--- src/rtl/cdc_pkg.sv ---
// Shared encodings for the multi-channel strobe synchronizer: edge selection
// codes, the global arming state type and the pulse counter width.
package cdc_pkg;

  localparam int EDGE_RISING  = 0;
  localparam int EDGE_FALLING = 1;
  localparam int EDGE_BOTH    = 2;

  localparam int CNT_W = 4;

  typedef enum logic {
    ARMING = 1'b0,
    RUN    = 1'b1
  } arm_state_t;

endpackage

--- src/rtl/cdc_strobe_channel.sv ---
// One strobe channel: level synchronizer chain, edge detect, retriggerable
// pulse stretcher and the sticky / overrun flags.
module cdc_strobe_channel
  import cdc_pkg::*;
#(
  parameter int SYNC_STAGES = 3,
  parameter int EDGE_MODE   = EDGE_RISING,
  parameter int PULSE_LEN   = 1
) (
  input  logic clk,
  input  logic rst,
  input  logic run,
  input  logic src,
  input  logic clear,
  output logic strobe,
  output logic sticky,
  output logic overrun
);

  // Counter holds the pulse cycles still owed after the current one, so a
  // single-cycle pulse never leaves it nonzero and cannot report overrun.
  localparam logic [CNT_W-1:0] RELOAD = CNT_W'(PULSE_LEN - 1);
  localparam logic [CNT_W-1:0] ONE    = CNT_W'(1);

  (* ASYNC_REG = "TRUE" *) logic [SYNC_STAGES-1:0] sync_q;

  logic [CNT_W-1:0] cnt_q;
  logic             last, prev;
  logic             edge_raw, hit, busy;

  always_ff @(posedge clk) begin
    if (rst) begin
      sync_q <= '0;
    end else begin
      sync_q <= {sync_q[SYNC_STAGES-2:0], src};
    end
  end

  assign last = sync_q[SYNC_STAGES-1];
  assign prev = sync_q[SYNC_STAGES-2];

  always_comb begin
    edge_raw = 1'b0;
    case (EDGE_MODE)
      EDGE_RISING:  edge_raw = prev & ~last;
      EDGE_FALLING: edge_raw = ~prev & last;
      default:      edge_raw = prev ^ last;
    endcase
  end

  assign hit  = run & edge_raw;
  assign busy = (cnt_q != '0);

  // A new detection outranks a coincident clear on both flags.
  always_ff @(posedge clk) begin
    if (rst) begin
      cnt_q   <= '0;
      strobe  <= 1'b0;
      sticky  <= 1'b0;
      overrun <= 1'b0;
    end else begin
      if (hit) begin
        cnt_q <= RELOAD;
      end else if (busy) begin
        cnt_q <= cnt_q - ONE;
      end
      strobe  <= hit | busy;
      sticky  <= hit | (sticky & ~clear);
      overrun <= (hit & busy) | (overrun & ~clear);
    end
  end

endmodule

--- src/rtl/cdc_multi_strobe.sv ---
// Multi-channel asynchronous level to destination-clock strobe converter with
// a global arming phase that masks edges while the synchronizers fill.
module cdc_multi_strobe
  import cdc_pkg::*;
#(
  parameter int CHANNELS    = 4,
  parameter int SYNC_STAGES = 3,
  parameter int EDGE_MODE   = EDGE_RISING,
  parameter int PULSE_LEN   = 1
) (
  input  logic                dst_clk,
  input  logic                dst_rst,
  input  logic [CHANNELS-1:0] src_signal,
  input  logic [CHANNELS-1:0] dst_clear,
  output logic [CHANNELS-1:0] dst_strobe,
  output logic [CHANNELS-1:0] dst_sticky,
  output logic [CHANNELS-1:0] dst_overrun,
  output logic                dst_any
);

  localparam int AW = (SYNC_STAGES > 1) ? $clog2(SYNC_STAGES) : 1;

  arm_state_t    state, state_next;
  logic [AW-1:0] arm_cnt, arm_cnt_next;
  logic          run;

  always_ff @(posedge dst_clk) begin
    if (dst_rst) begin
      state   <= ARMING;
      arm_cnt <= '0;
    end else begin
      state   <= state_next;
      arm_cnt <= arm_cnt_next;
    end
  end

  // Stay in ARMING for SYNC_STAGES cycles: long enough for reset zeros in the
  // chains to be fully replaced by the live source levels.
  always_comb begin
    state_next   = state;
    arm_cnt_next = arm_cnt;
    case (state)
      ARMING: begin
        if (arm_cnt == AW'(SYNC_STAGES - 1)) begin
          state_next = RUN;
        end else begin
          arm_cnt_next = arm_cnt + AW'(1);
        end
      end
      default: state_next = RUN;
    endcase
  end

  always_comb begin
    run = (state == RUN);
  end

  for (genvar i = 0; i < CHANNELS; i++) begin : g_ch
    cdc_strobe_channel #(
      .SYNC_STAGES(SYNC_STAGES),
      .EDGE_MODE  (EDGE_MODE),
      .PULSE_LEN  (PULSE_LEN)
    ) u_ch (
      .clk    (dst_clk),
      .rst    (dst_rst),
      .run    (run),
      .src    (src_signal[i]),
      .clear  (dst_clear[i]),
      .strobe (dst_strobe[i]),
      .sticky (dst_sticky[i]),
      .overrun(dst_overrun[i])
    );
  end

  assign dst_any = |dst_strobe;

endmodule

--- config.mk ---
export PLATFORM = sky130hd
export DESIGN_NAME = cdc_multi_strobe
export DESIGN_NICKNAME = d
export VERILOG_FILES = /design/src/rtl/cdc_pkg.sv /design/src/rtl/cdc_strobe_channel.sv /design/src/rtl/cdc_multi_strobe.sv
export SDC_FILE = /design/constraint.sdc
export NUM_CORES = 1
export LEC_CHECK = 0
export ABC_CLOCK_PERIOD_IN_PS = 1400
export BUFFER_PORTS_ARGS = -buffer_cell sky130_fd_sc_hd__buf_2
export CAP_MARGIN = 30
export CORE_MARGIN = 5
export CORE_UTILIZATION = 50
export CTS_CLUSTER_DIAMETER = 60
export DETAILED_ROUTE_END_ITERATION = 7
export HOLD_SLACK_MARGIN = 0.15
export PLACE_DENSITY = 0.79
export SETUP_SLACK_MARGIN = 0.5
export SKIP_LAST_GASP = 1
export SLEW_MARGIN = 20
export SYNTH_ARGS = -nofsm -noshare
export SYNTH_HDL_FRONTEND = slang
export SYNTH_HIERARCHICAL = 1
export SYNTH_SLANG_ARGS = --single-unit
--- constraint.sdc ---
create_clock -name dst_clk -period 1.4 [get_ports dst_clk]
set_clock_uncertainty 0.1 [all_clocks]
set_input_delay 0.42 -clock dst_clk [delete_from_list [all_inputs] [get_ports dst_clk]]
set_output_delay 0.42 -clock dst_clk [all_outputs]
set_load 0.02 [all_outputs]
[Yosys cells after proc, flatten, opt, wreduce, memory -nomap -nowiden]
Index checks and enable logic that the tools add are counted.
Cells by class
  add/subtract/negate cells: 5
  eq/ne operators: 1
  muxes and demuxes: 2
  bitwise operators: 42
  reductions and logical operators: 10
Operator list (count)
  $and A1 B1 Y1: 20
  $reduce_bool A4 Y1: 4
  $sub A4 B1 Y4 const B: 4
  $or A1 B1 Y1: 12
  $not A1 Y1: 10
  $reduce_or A2 Y1: 4
  $reduce_or A4 Y1: 1
  $add A2 B1 Y2 const B: 1
  $eq A2 B2 Y1 const B: 1
  $mux W1: 2
  $reduce_and A2 Y1: 1
Word-level totals
  register bits after elaboration: 43
  output and inout port bits: 13
  word-level logic and storage cells: 82

[Logic depth before layout (Yosys ltp)]
  word-level depth: 5
  gate-level depth with buffers: 5
  depth with buffers taken out: 5

[Cells and area by module]
The synthesis kept the hierarchy.
Modules (own cells, without submodules)
  cdc_strobe_channel: times used 4, cells each 35, area an instance 372.9 um^2
  cdc_multi_strobe: times used 1, cells each 14, area an instance 123.9 um^2

[Worst setup path after synthesis]
No wires, ideal clock.
  path kind: register to output
  start point: register g_ch[1].u_ch.strobe
  end point: output port dst_any
  arrival time: 1001 ps
  required time: 880 ps
  setup slack: -121 ps
  cell stages (with the launch flop): 2
  cell sequence: dfxtp_1 -> or4_1
Between the ends
  word-level cells in the longest chain between the ends: 1
RTL lines
  start, declared: line cdc_strobe_channel.sv:15  | output logic strobe,
  start signal, assigned: line cdc_strobe_channel.sv:67  | strobe <= hit | busy;
  $reduce_or A4 Y1: line cdc_multi_strobe.sv:75  | assign dst_any = |dst_strobe;
  end, declared: line cdc_multi_strobe.sv:18  | output logic dst_any
Every way passes these cells.

[Final worst setup path]
  start point: register g_ch[2].u_ch.strobe
  end point: output port dst_any
Between the ends
  word-level cells in the longest chain between the ends: 1
RTL lines (line)
  start, declared: cdc_strobe_channel.sv:15
  start signal, assigned: cdc_strobe_channel.sv:67
  $reduce_or A4 Y1: cdc_multi_strobe.sv:75
Every way passes these cells.

==> metrics.md <==
| Metric | Value |
|---|---|
| Syn Std Cell Area | `1620 um^2` |
| HP Start | `src_signal[0]` |
| Grt peak-use layer | `met2` |
| Initial Util | `52.5%` |
| CP max FO | `2` |
| Post-Synth Simple-Gate Area | `22.5%` |
| Final core utilization | `80.5%` |
| Detailed Route WL | `3800 um` |
| DR DRC count | `0` |
| Core area | `3080 um^2` |
| Area delta synth->final | `53.4%` |
| CTS tree | `yes` |
| Class of the worst hold path | `input pin to flop` |
| Worst-path cell chain | `or4_4 > buf_6` |
| Setup crit start kind | `flop` |
| Via density per instance | `4.95` |
| Mux contribution to synthesized area | `0%` |
| Hold Path Depth | `2` |
| Max VDD drop | `659 uV` |
| N_diodes | `0` |
| PnR Total Power | `0.00220 W` |
| R2R depth | `6` |
| Die area | `4470 um^2` |
| Max incr delay on CP | `0.52 ns` |
| Fin nets | `233` |
| Cells after Synth | `154` |
| Max-slew violation count | `0` |
| Syn_nets | `173` |
| Final HPWL DP | `1930 um` |
| Synth async-reset ratio | `0%` |
| Die Height | `66.8 um` |
| Flop2flop setup slack | `-0.01 ns` |
| XOR/XNOR share of the synthesized area | `6.51%` |
| # fillers | `177` |
| Number of I/O port buffers | `22` |
| M1 GR Usage | `19.5%` |
| Crit path kind | `flop to output port` |
| Vias in the first global route | `1268` |
| Pre-antenna DRT Iters | `4` |
| Max Cap Viol | `0` |
| Met3 GRT Util | `5.23%` |
| Hold endpoint | `g_ch[0].u_ch/sync_q[0]$_SDFF_PP0_` |
| Final Hold Viols | `0` |
| Data required, critical path | `0.88 ns` |
| Clock-pin transition on the worst setup and hold timing paths | `0.13 ns` |
| Number of synthesized register bits | `43` |
| Post-Synth Adder-Cell Area | `6.97%` |
| Boundary pin count | `23` |
| Largest net degree at the start of global routing | `14` |
| Worst-Skew Late Latency | `0.34 ns` |
| PwrDens | `888 nW/um^2` |
| Clk buf depth | `2` |
| Fin worst setup slack | `-0.474 ns` |
| Via Count | `1282` |
| Max Clk Rate | `534 MHz` |
| Crit share post-route | `134%` |
| Global-route wire length before repair | `5690 um` |
| Synth Area per Inst | `10.5 um^2` |
| # setup viols final | `2` |
| H-Tree Depth | `2` |
| Post-synth cell types | `17` |
| Clock Tree Root | `clkbuf_4` |
| Routed len/inst | `14.7 um` |
| Number of synthesized flops with an enable pin | `0` |
| Synth Warn # | `6` |
| # rows | `20` |
| Detail Route Antenna Nets | `0` |
| Least-Margin Pin Slew | `0.338 ns` |
| Initial antenna violation count | `0` |
| Initial DRC count | `38` |
| Largest family of logic cells by synthesized area | `simple AND/OR/NAND/NOR gates` |
| Gr usage total | `16.8%` |
| Leak | `1.01 nW` |
| Crit. End Element | `output port` |
| Critical Path AT | `1.35 ns` |
| GP Congestion | `0.673` |
| Slowest CP cell | `or4_4` |
| Headroom to the max-slew limit | `77.3%` |
| Fin crit period | `1.87 ns` |
| CTS Buf Count | `5` |
| CTS Sinks | `43` |
| Top_reg_cell synth | `dfxtp_1` |
| Grt total ovfl | `0` |
| Compound-Gate Fraction of Synth Area | `7.75%` |
| Layout cell share with drive strength beyond 1 | `62.3%` |
| CTS Hold Bufs | `0` |
| RSZ-0062 raised after global routing | `true` |
| Outcome | `finished with violations` |
| Sequential share of the synthesized area | `53.3%` |
| Die Wd | `66.8 um` |
| Failing checks | `negative setup slack` |
| Worst r2r src | `g_ch[1].u_ch/cnt_q[0]$_SDFFE_PP0P_` |
| Met2 usage | `29.8%` |
| FF-to-FF End | `g_ch[1].u_ch/overrun$_SDFF_PP0_` |
-- sequential cells by signal, indices dropped and copies added, names as in the netlist --
name,cells
run,1
g_ch.u_ch/sync_q,12
g_ch.u_ch/strobe,4
arm_cnt,2
g_ch.u_ch/sticky,4
g_ch.u_ch/cnt_q,16
g_ch.u_ch/overrun,4
-- cell type report --
| class | instances | area (um^2) | share of cell area (%) |
|---|---|---|---|
| Clock buffer | 6 | 41.3 | 1.67 |
| Clock inverter | 2 | 12.5 | 0.505 |
| Inverter | 13 | 48.8 | 1.97 |
| Multi-Input combinational cell | 98 | 961 | 38.8 |
| Sequential cell | 43 | 892 | 36.0 |
| Tap cell | 44 | 55.1 | 2.22 |
| Timing Repair Buffer | 53 | 467 | 18.8 |
-- logic make-up after synthesis --
logic type | count (synthesis)
AO/OA/AOI/OAI | 20
XOR/XNOR | 12
adder cells (fa/ha/maj) | 9
buffers and inverters | 13
flip-flops | 43
AND/OR/NAND/NOR | 57
-- routing by layer --
layer  routed length [um]  vias up  share of wire [%]
li1                     -      635                  -
met5                    0        -                  0
met3                  172        8                4.5
met4                   44        0                1.2
met1                 1560      602                 41
met2                 2020       37                 53
-- cells in the mapped netlist (4+ instances only) --
cell        n  area [um^2]
inv_1      13         48.8
a21oi_1    10         50.1
dfxtp_1    43          861
nor3_1     12         60.1
nand2_1     4         15.0
ha_1        9          113
xnor2_1    12          105
nor2b_1    16          100
a211oi_1    4         30.0
nor3b_4     4         75.1
a2bb2oi_1   4         35.0
nor2_1     10         37.5
nand2b_1    4         25.0
nand3b_1    4         30.0
-- worst max-delay path, delay by kind of cell, from the launching register on --
family / cells / cell delay, ns
buffers and inverters: 1 / 0.15
and+or+nand+nor: 1 / 0.52
DFF: 1 / 0.34
-- stage by stage --
step           instance area (um^2)  std cells  hold slack [ns]  setup WS (ns)  setup TNS, ns
4_1_cts                        2280        247            0.166         -0.493         -0.493
3_5_place_dp                   1880        223            0.324        -0.0937        -0.0937
6_report                       2480        259            0.184         -0.474         -0.482
3_3_place_gp                   1880        223            0.317        -0.0879        -0.0879
5_1_grt                        2480        259            0.172         -0.499         -0.572
2_1_floorplan                  1690        154            0.314        -0.0334        -0.0334
-- cells in the final DEF, fill, tap and decap left out, drive strengths merged, types with 4 or more instances in the layout --
master / instances
xnor2: 12
dfxtp: 43
nor2b: 16
inv: 13
nor3b: 4
nor2: 10
nor3: 12
a21oi: 10
ha: 9
a2bb2oi: 4
nand2: 4
buf: 53
nand3b: 4
clkbuf: 6
a211oi: 4
nand2b: 4
-- power breakdown --
part           switching (W)  internal [W]  total, W
clock network       0.000388      0.000194  0.000583
registers          0.0000484       0.00129   0.00134
logic               0.000135      0.000147  0.000282
total               0.000572       0.00163   0.00220
-- what timing repair did --
action,4_1_cts,5_1_grt
setup endpoints to repair,44,44
gates resized for setup,63,22
buffers inserted,16,12
pin swaps,14,16
-- how the worst max path moves through the flow --
| stage | to | cells past startpoint | slack [ns] | startpoint |
|---|---|---|---|---|
| after global placement | dst_any | 2 | -0.09 | g_ch[2].u_ch/strobe$_SDFF_PP0_ |
| after global routing | dst_any | 2 | -0.50 | g_ch[2].u_ch/strobe$_SDFF_PP0_ |
| after floorplan | dst_any | 1 | -0.03 | g_ch[2].u_ch/strobe$_SDFF_PP0_ |
| final | dst_any | 2 | -0.47 | g_ch[2].u_ch/strobe$_SDFF_PP0_ |
| after CTS | dst_any | 2 | -0.49 | g_ch[2].u_ch/strobe$_SDFF_PP0_ |
| after detailed placement | dst_any | 2 | -0.09 | g_ch[2].u_ch/strobe$_SDFF_PP0_ |
(Power assumes the default switching activity.)
